[src/rtl/rtc_edit_fsm_if.sv]
// rtc_edit_fsm_if: button/switch inputs and BCD field/commit outputs of the RTC edit controller
interface rtc_edit_fsm_if;
    logic       up, dw, lf, rg, prom, swfh, swt, formato;
    logic [2:0] pstate;
    logic [3:0] sta;
    logic [7:0] dia, mes, year, fhh, fhm, fhs, th, tm, ts;
    logic       fmt24, pm, wr_clk, wr_tmr;
    modport master (
        output up, dw, lf, rg, prom, swfh, swt, formato, pstate,
        input  sta, dia, mes, year, fhh, fhm, fhs, th, tm, ts, fmt24, pm, wr_clk, wr_tmr
    );
    modport slave (
        input  up, dw, lf, rg, prom, swfh, swt, formato, pstate,
        output sta, dia, mes, year, fhh, fhm, fhs, th, tm, ts, fmt24, pm, wr_clk, wr_tmr
    );
endinterface

[src/rtl/rtc_edit_fsm.sv]
// rtc_edit_fsm: BCD date/clock/timer edit FSM; define RTC_EDIT_AUTOREPEAT_EN for held up/dw auto-repeat
module rtc_edit_fsm #(
    parameter logic [2:0] ENTRY_A     = 3'b010,
    parameter logic [2:0] ENTRY_B     = 3'b100,
    parameter int         TIMEOUT_CYC = 0,
    parameter int         TO_W        = 32,
    parameter int         RPT_DELAY   = 50_000_000,
    parameter int         RPT_PERIOD  = 10_000_000
) (
    input logic          clk,
    input logic          rst,
    rtc_edit_fsm_if.slave b
);
    typedef enum logic [3:0] {
        HOLD = 4'h0, FHT, TIPO, RESETR, RDIA, RMES, RYEAR, RHORA, RMIN, RSEG, RESETT, THORA, TMIN, TSEG
    } state_t;
    typedef struct packed {
        logic [7:0] dia, mes, year, fhh, fhm, fhs, th, tm, ts;
        logic       fmt24, pm;
    } regs_t;
    localparam regs_t RST_REGS = '{8'h01, 8'h01, 8'h00, 8'h00, 8'h00, 8'h00, 8'h00, 8'h00, 8'h00, 1'b1, 1'b0};

    function automatic logic [6:0] bin(input logic [7:0] v);
        return 7'(v[7:4]) * 7'd10 + 7'(v[3:0]);
    endfunction
    function automatic logic [7:0] bcd(input logic [6:0] v);
        return {4'(v / 7'd10), 4'(v % 7'd10)};
    endfunction
    // Stepping in binary and converting back keeps every result a legal BCD value.
    function automatic logic [7:0] step(input logic [7:0] v, input logic [6:0] lo, input logic [6:0] hi, input logic inc);
        logic [6:0] x;
        x = bin(v);
        return bcd(inc ? (x >= hi ? lo : x + 7'd1) : (x <= lo ? hi : x - 7'd1));
    endfunction
    function automatic logic [6:0] dmax(input logic [7:0] m, input logic [7:0] y);
        logic [6:0] mb;
        mb = bin(m);
        return mb == 7'd2 ? (bin(y) % 7'd4 == 7'd0 ? 7'd29 : 7'd28) :
               (mb == 7'd4 || mb == 7'd6 || mb == 7'd9 || mb == 7'd11) ? 7'd30 : 7'd31;
    endfunction
    function automatic logic [7:0] clamp(input logic [7:0] d, input logic [6:0] mx);
        return bin(d) > mx ? bcd(mx) : d;
    endfunction

    state_t          st, nx;
    regs_t           r, rn;
    logic            wr_c, wr_t, wr_c_n, wr_t_n;
    logic [3:0]      btn_q, e;
    logic [TO_W-1:0] to_cnt;
    logic            clk_ring, tmr_ring, edit, inc, dec, go_l, go_r, to_hit, edge_any, rpt_up, rpt_dw;

    assign e        = {b.up, b.dw, b.lf, b.rg} & ~btn_q;
    assign inc      = (e[3] && !e[2]) || rpt_up;
    assign dec      = (e[2] && !e[3]) || rpt_dw;
    assign go_l     = e[1] && !e[0];
    assign go_r     = e[0] && !e[1];
    assign edge_any = |e || rpt_up || rpt_dw;
    assign clk_ring = st >= RDIA && st <= RSEG;
    assign tmr_ring = st >= THORA && st <= TSEG;
    assign edit     = clk_ring || tmr_ring;
    assign to_hit   = TIMEOUT_CYC != 0 && to_cnt == TO_W'(TIMEOUT_CYC - 1);

`ifdef RTC_EDIT_AUTOREPEAT_EN
    logic [TO_W-1:0] rpt_cnt;
    logic            rpt_on, held, rpt_fire;
    // Only a single button already high last cycle counts as held; the edge cycle steps on its own.
    assign held     = edit && (b.up ^ b.dw) && (b.up ? btn_q[3] : btn_q[2]);
    assign rpt_fire = held && rpt_cnt == (rpt_on ? TO_W'(RPT_PERIOD - 1) : TO_W'(RPT_DELAY - 1));
    assign rpt_up   = rpt_fire && b.up;
    assign rpt_dw   = rpt_fire && b.dw;
    always_ff @(posedge clk) begin
        if (rst || !held) begin
            rpt_cnt <= '0;
            rpt_on  <= 1'b0;
        end else if (rpt_fire) begin
            rpt_cnt <= '0;
            rpt_on  <= 1'b1;
        end else begin
            rpt_cnt <= rpt_cnt + TO_W'(1);
        end
    end
`else
    logic unused_rpt;
    assign unused_rpt = ^{RPT_DELAY, RPT_PERIOD};
    assign rpt_up     = 1'b0;
    assign rpt_dw     = 1'b0;
`endif

    always_ff @(posedge clk) begin
        btn_q <= {b.up, b.dw, b.lf, b.rg};
        if (rst) begin
            st     <= HOLD;
            r      <= RST_REGS;
            wr_c   <= 1'b0;
            wr_t   <= 1'b0;
            to_cnt <= '0;
        end else begin
            st     <= nx;
            r      <= rn;
            wr_c   <= wr_c_n;
            wr_t   <= wr_t_n;
            to_cnt <= (nx != st || edge_any || !edit) ? '0 : to_cnt + TO_W'(1);
        end
    end

    always_comb begin
        nx     = st;
        rn     = r;
        wr_c_n = 1'b0;
        wr_t_n = 1'b0;
        case (st)
            HOLD:   nx = ((b.pstate == ENTRY_A || b.pstate == ENTRY_B) && !b.prom) ? FHT : HOLD;
            FHT:    nx = (b.swfh && !b.swt) ? TIPO : (b.swt && !b.swfh) ? RESETT : HOLD;
            TIPO: begin
                rn.fmt24 = b.formato;
                rn.pm    = 1'b0;
                nx       = RESETR;
            end
            RESETR: begin
                rn.dia  = 8'h01;
                rn.mes  = 8'h01;
                rn.year = 8'h00;
                rn.fhh  = 8'h00;
                rn.fhm  = 8'h00;
                rn.fhs  = 8'h00;
                nx      = RDIA;
            end
            RESETT: begin
                rn.th = 8'h00;
                rn.tm = 8'h00;
                rn.ts = 8'h00;
                nx    = THORA;
            end
            RDIA, RMES, RYEAR, RHORA, RMIN, RSEG, THORA, TMIN, TSEG: begin
                if (b.prom || to_hit) begin
                    nx     = HOLD;
                    wr_c_n = clk_ring;
                    wr_t_n = tmr_ring;
                end else if (go_r) begin
                    nx = st == RSEG ? RDIA : st == TSEG ? THORA : state_t'(st + 4'd1);
                end else if (go_l) begin
                    nx = st == RDIA ? RSEG : st == THORA ? TSEG : state_t'(st - 4'd1);
                end else if (inc || dec) begin
                    case (st)
                        RDIA:  rn.dia = step(r.dia, 7'd1, dmax(r.mes, r.year), inc);
                        RMES: begin
                            rn.mes = step(r.mes, 7'd1, 7'd12, inc);
                            rn.dia = clamp(r.dia, dmax(rn.mes, r.year));
                        end
                        RYEAR: begin
                            rn.year = step(r.year, 7'd0, 7'd99, inc);
                            rn.dia  = clamp(r.dia, dmax(r.mes, rn.year));
                        end
                        RHORA: begin
                            rn.fhh = r.fmt24 ? step(r.fhh, 7'd0, 7'd23, inc) : step(r.fhh, 7'd1, 7'd12, inc);
                            rn.pm  = (!r.fmt24 && (inc ? r.fhh == 8'h11 : r.fhh == 8'h12)) ? !r.pm : r.pm;
                        end
                        RMIN:  rn.fhm = step(r.fhm, 7'd0, 7'd59, inc);
                        RSEG:  rn.fhs = step(r.fhs, 7'd0, 7'd59, inc);
                        THORA: rn.th  = step(r.th, 7'd0, 7'd23, inc);
                        TMIN:  rn.tm  = step(r.tm, 7'd0, 7'd59, inc);
                        TSEG:  rn.ts  = step(r.ts, 7'd0, 7'd59, inc);
                        default: ;
                    endcase
                end
            end
            default: nx = HOLD;
        endcase
    end

    assign b.sta    = st;
    assign b.dia    = r.dia;
    assign b.mes    = r.mes;
    assign b.year   = r.year;
    assign b.fhh    = r.fhh;
    assign b.fhm    = r.fhm;
    assign b.fhs    = r.fhs;
    assign b.th     = r.th;
    assign b.tm     = r.tm;
    assign b.ts     = r.ts;
    assign b.fmt24  = r.fmt24;
    assign b.pm     = r.pm;
    assign b.wr_clk = wr_c;
    assign b.wr_tmr = wr_t;
endmodule

[src/flat_wrapper.sv]
// flat-port wrapper written by rule: the top's interface ports become plain ports
module rtc_edit_fsm_flat 
#(
    parameter logic [2:0] ENTRY_A     = 3'b010,
    parameter logic [2:0] ENTRY_B     = 3'b100,
    parameter int         TIMEOUT_CYC = 0,
    parameter int         TO_W        = 32,
    parameter int         RPT_DELAY   = 50_000_000,
    parameter int         RPT_PERIOD  = 10_000_000
)
  (clk, rst, b_up, b_dw, b_lf, b_rg, b_prom, b_swfh, b_swt, b_formato, b_pstate, b_sta, b_dia, b_mes, b_year, b_fhh, b_fhm, b_fhs, b_th, b_tm, b_ts, b_fmt24, b_pm, b_wr_clk, b_wr_tmr);
  rtc_edit_fsm_if b_i ();
  input logic clk;
  input logic rst;
  input wire logic [$bits(b_i.up)-1:0] b_up;
  input wire logic [$bits(b_i.dw)-1:0] b_dw;
  input wire logic [$bits(b_i.lf)-1:0] b_lf;
  input wire logic [$bits(b_i.rg)-1:0] b_rg;
  input wire logic [$bits(b_i.prom)-1:0] b_prom;
  input wire logic [$bits(b_i.swfh)-1:0] b_swfh;
  input wire logic [$bits(b_i.swt)-1:0] b_swt;
  input wire logic [$bits(b_i.formato)-1:0] b_formato;
  input wire logic [$bits(b_i.pstate)-1:0] b_pstate;
  output wire logic [$bits(b_i.sta)-1:0] b_sta;
  output wire logic [$bits(b_i.dia)-1:0] b_dia;
  output wire logic [$bits(b_i.mes)-1:0] b_mes;
  output wire logic [$bits(b_i.year)-1:0] b_year;
  output wire logic [$bits(b_i.fhh)-1:0] b_fhh;
  output wire logic [$bits(b_i.fhm)-1:0] b_fhm;
  output wire logic [$bits(b_i.fhs)-1:0] b_fhs;
  output wire logic [$bits(b_i.th)-1:0] b_th;
  output wire logic [$bits(b_i.tm)-1:0] b_tm;
  output wire logic [$bits(b_i.ts)-1:0] b_ts;
  output wire logic [$bits(b_i.fmt24)-1:0] b_fmt24;
  output wire logic [$bits(b_i.pm)-1:0] b_pm;
  output wire logic [$bits(b_i.wr_clk)-1:0] b_wr_clk;
  output wire logic [$bits(b_i.wr_tmr)-1:0] b_wr_tmr;
  assign b_i.up = b_up;
  assign b_i.dw = b_dw;
  assign b_i.lf = b_lf;
  assign b_i.rg = b_rg;
  assign b_i.prom = b_prom;
  assign b_i.swfh = b_swfh;
  assign b_i.swt = b_swt;
  assign b_i.formato = b_formato;
  assign b_i.pstate = b_pstate;
  assign b_sta = b_i.sta;
  assign b_dia = b_i.dia;
  assign b_mes = b_i.mes;
  assign b_year = b_i.year;
  assign b_fhh = b_i.fhh;
  assign b_fhm = b_i.fhm;
  assign b_fhs = b_i.fhs;
  assign b_th = b_i.th;
  assign b_tm = b_i.tm;
  assign b_ts = b_i.ts;
  assign b_fmt24 = b_i.fmt24;
  assign b_pm = b_i.pm;
  assign b_wr_clk = b_i.wr_clk;
  assign b_wr_tmr = b_i.wr_tmr;
  rtc_edit_fsm #(.ENTRY_A(ENTRY_A), .ENTRY_B(ENTRY_B), .TIMEOUT_CYC(TIMEOUT_CYC), .TO_W(TO_W), .RPT_DELAY(RPT_DELAY), .RPT_PERIOD(RPT_PERIOD)) u_core (.clk(clk), .rst(rst), .b(b_i));
endmodule
[config.mk]
export PLATFORM = sky130hd
export DESIGN_NAME = rtc_edit_fsm_flat
export DESIGN_NICKNAME = d
export VERILOG_FILES = /design/src/rtl/rtc_edit_fsm_if.sv /design/src/rtl/rtc_edit_fsm.sv /design/src/flat_wrapper.sv
export SDC_FILE = /design/constraint.sdc
export NUM_CORES = 1
export LEC_CHECK = 0
export BUFFER_PORTS_ARGS = -buffer_cell sky130_fd_sc_hd__buf_4
export CORE_UTILIZATION = 64
export CTS_CLUSTER_DIAMETER = 150
export DETAILED_ROUTE_END_ITERATION = 6
export PLACE_DENSITY = 0.84
export SYNTH_ARGS = -nofsm -noshare
export SYNTH_HDL_FRONTEND = slang
export SYNTH_SLANG_ARGS = --single-unit
[constraint.sdc]
create_clock -name clk -period 11.2 [get_ports clk]
set_input_delay 0.56 -clock clk [delete_from_list [all_inputs] [get_ports clk]]
set_output_delay 0.56 -clock clk [all_outputs]
set_load 0.005 [all_outputs]
==> impl_metrics.csv <==
group,metric,value,unit
status,status,"finished, final reports clean",
clocking,clock_path_buffers,2,
clocking,post_cts_resized,0,
timing,tns,0,ns
placement,place_congestion,0.972,
run,maxCapViolCount,0,
detailed_routing,drtPass1Iterations,5,
worst_setup_path,crit_type,"reg2reg",
finish,fin_nets,2050,
detailed_routing,drt-initial-drc-count,1201,
floorplanning,core_area,0.0212,mm2
synth,synth.avg_cell_area,7.39,um2
finish,layout_commonest_cell,"nand2_1",
synth,synth_seq_area_share,12.1,%
timing,rsz0062_at_grt,"false",
detailed_routing,wire_per_inst,18.1,um
detailed_routing,wirelength,39300,um
worst_setup_path,r2r_slack,1.94,ns
worst_setup_path,crit_path_frequent_cell,"ha_1",
timing,fin_hold_ws,0.307,ns
global_route,grt_use_total,34.2,%
clocking,ctsHtreeMaxLevel,3,
timing,final_hold_viol_count,0,
timing,fin_crit_sh,82.7,%
min_path,hold_depth,1,
clocking,post-cts-setup-buffer-count,0,
clocking,cts_buffers,9,
detailed_routing,viasPerCell,6.88,
floorplanning,io_pins,93,
worst_setup_path,cp_slowest_cell,"a2bb2oi_1",
synth,synth_cell_type_count,112,
finish,layout_common_cells,"159 x nand2_1, 150 x nor2_1, 138 x a21oi_1, 121 x ha_1, 99 x buf_4",
global_route,first_global_vias,13269,
global_route,antenna_found_initial,0,
clocking,clock-sinks,84,
worst_setup_path,arrival,9.50,ns
global_route,grt_overflow_total,0,
synth,synth_nets,2033,
worst_setup_path,cp_max_fo,12,
min_path,hold_class,"in2reg",
timing,max_freq,0.108,GHz
detailed_routing,antenna_left,0,
floorplanning,die_x,149,um
timing,maxSlewViolCount,0,
finish,multi_input_area,0.0115,mm2
power_and_ir_drop,power_leakage,6.28,nW
worst_setup_path,cp.required,11.44,ns
finish,fillers,1788,
floorplanning,die_area,0.0223,mm2
worst_setup_path,timing.rr.start,"u_core.b.mes[7]",
floorplanning,start_util,65.6,%
timing,slew_headroom,26.5,%
synth,ys_async_sr_fraction,0,%
timing,finalSetupViolations,0,
floorplanning,rows,53,
placement,place_area,0.0146,mm2
worst_setup_path,r2r-end,"u_core.b.dia[0]",
power_and_ir_drop,vdd.ir_drop.worst,0.0000506,V
placement,dp_hpwl,29700,um
finish,n_antenna_cell,0,
synth,synth-seq-cells,84,
clocking,cts_root_buffer,"clkbuf_16",
detailed_routing,routed-via-count,14954,
timing,worst-slew-pin-transition,1.10,ns
floorplanning,die_y,149,um
min_path,hold_path_end,"u_core.btn_q[3]",
clocking,clkLatencyLatePin,0.37,ns
global_route,grt_max_degree,75,
synth,synth_edf_count,0,
min_path,hp-start,"b_up",
global_route,grt_pass1_wl,63600,um
finish,seq_area,0.00168,mm2
finish,postLayoutCoreUtil,70.3,%
synth,synth_flop_cell,"dfxtp_1",
synth,synth_cells,1878,
worst_setup_path,max_stage_delay,0.77,ns
timing,worst_clock_skew,0.0146,ns
clocking,clk_pin_slew,0.07,ns
worst_setup_path,end_kind,"register",
placement,dp_cells,2159,
timing,period_needed,9.26,ns
power_and_ir_drop,p_per_area,54.3,mW/mm2
synth,syn_area,0.0139,mm2
detailed_routing,drc,0,
clocking,tritoncts,"built",
clocking,cts_hold_buf,0,
synth,yosys_warnings,0,
worst_setup_path,startpoint_type,"register",
placement,io_buffers,92,
finish,design_area,0.0149,mm2
worst_setup_path,reg2regPathDepth,37,
finish,final_cells,2175,
finish,layout-drive-gt1-share,10.2,%
finish,area_delta_synth_final,7.26,%
[state kept, by name (all words and copies together) (netlist names)]
name             flops
u_core.b.fhs         8
u_core.b.fhm         8
u_core.b.tm          8
u_core.b.wr_clk      1
u_core.b.pm          1
u_core.b.mes         8
u_core.b.dia         8
u_core.b.year        8
u_core.b.fhh         8
u_core.b.wr_tmr      1
u_core.b.ts          8
u_core.btn_q         4
u_core.b.th          8
u_core.b.fmt24       1
u_core.b.sta         4
[Yosys cell counts, types with 18 or more instances]
library cell    n  share of area (%)
nor2b_1        29                1.3
a21o_1         41                2.2
nand2b_1       27                1.2
o31ai_1        24                1.3
xor2_1         36                2.3
dfxtp_1        84                 12
and3_1         29                1.3
o21ai_0        86                3.1
a21oi_1       138                5.0
mux2i_1        24                1.7
a31oi_1        35                1.6
nand3_1        68                2.5
fa_1           20                2.9
a22oi_1        21                1.1
a211oi_1       26                1.4
buf_2          18               0.65
xnor2_1        70                4.4
o211ai_1       28                1.5
or3_1          22               0.99
nor2_1        150                4.1
and2_1         22               0.99
nor3_1         66                2.4
clkbuf_1       66                1.8
ha_1          122                 11
inv_1          77                2.1
nand2_1       159                4.3
[worst max path at each step]
stage / startpoint / slack [ns] / cells past startpoint / to
after detailed placement: u_core.b.mes[7] / 2.22 / 35 / u_core.b.dia[0]
after CTS: u_core.b.mes[7] / 2.16 / 35 / u_core.b.dia[0]
after global routing: u_core.b.mes[7] / 1.03 / 37 / u_core.b.dia[0]
after global placement: u_core.b.mes[7] / 2.57 / 36 / u_core.b.dia[0]
final: u_core.b.mes[7] / 1.94 / 37 / u_core.b.dia[0]
after floorplan: u_core.b.mes[7] / 3.27 / 37 / u_core.b.dia[0]
[metal layers]
layer  routed length [um]  track usage (%)
met1                17000             45.2
met2                18000             56.2
met3                 2900             3.76
met4                 1330             14.4
met5                    0                0
[area by class of cell]
class | instances | share of cell area [%]
Clock inverter | 7 | 0.395
Timing Repair Buffer | 99 | 5.00
Sequential cell | 84 | 11.3
Tap cell | 275 | 2.31
Clock buffer | 9 | 1.51
Multi-Input combinational cell | 1623 | 77.5
Inverter | 78 | 1.97
[through the flow]
stage               setup WS [ns]  power, mW
floorplan                    3.27      0.463
global placement             2.57      0.497
detailed placement           2.22      0.504
CTS                          2.16      0.801
global route                 1.03      0.835
finish                       1.94      0.807
[report_power, final]
group          switching, mW  total, mW  internal [mW]
Sequential           0.00187      0.302          0.300
Clock                  0.149      0.303          0.154
Combinational          0.121      0.203         0.0817
Total                  0.271      0.807          0.536
[critical path: cells and delay by family (launching register included)]
kind	cells	cell delay (ns)
AOI/OAI and AO/OA	18	4.82
xor gates and xnor gates	1	0.23
adders and majority gates	6	1.80
buffers and inverters	3	0.24
DFF	1	0.46
muxes	2	0.37
and+or+nand+nor	7	1.21
[logic make-up after synthesis]
group | after synthesis | synth area share [%]
flops | 84 | 12.1
xor+xnor | 117 | 8.30
compound gates | 642 | 32.9
mux | 32 | 2.41
buf+inv | 171 | 4.87
simple gates | 689 | 25.4
fa+ha+maj | 143 | 14.0
Note: power is estimated with default switching activity, not from simulation.
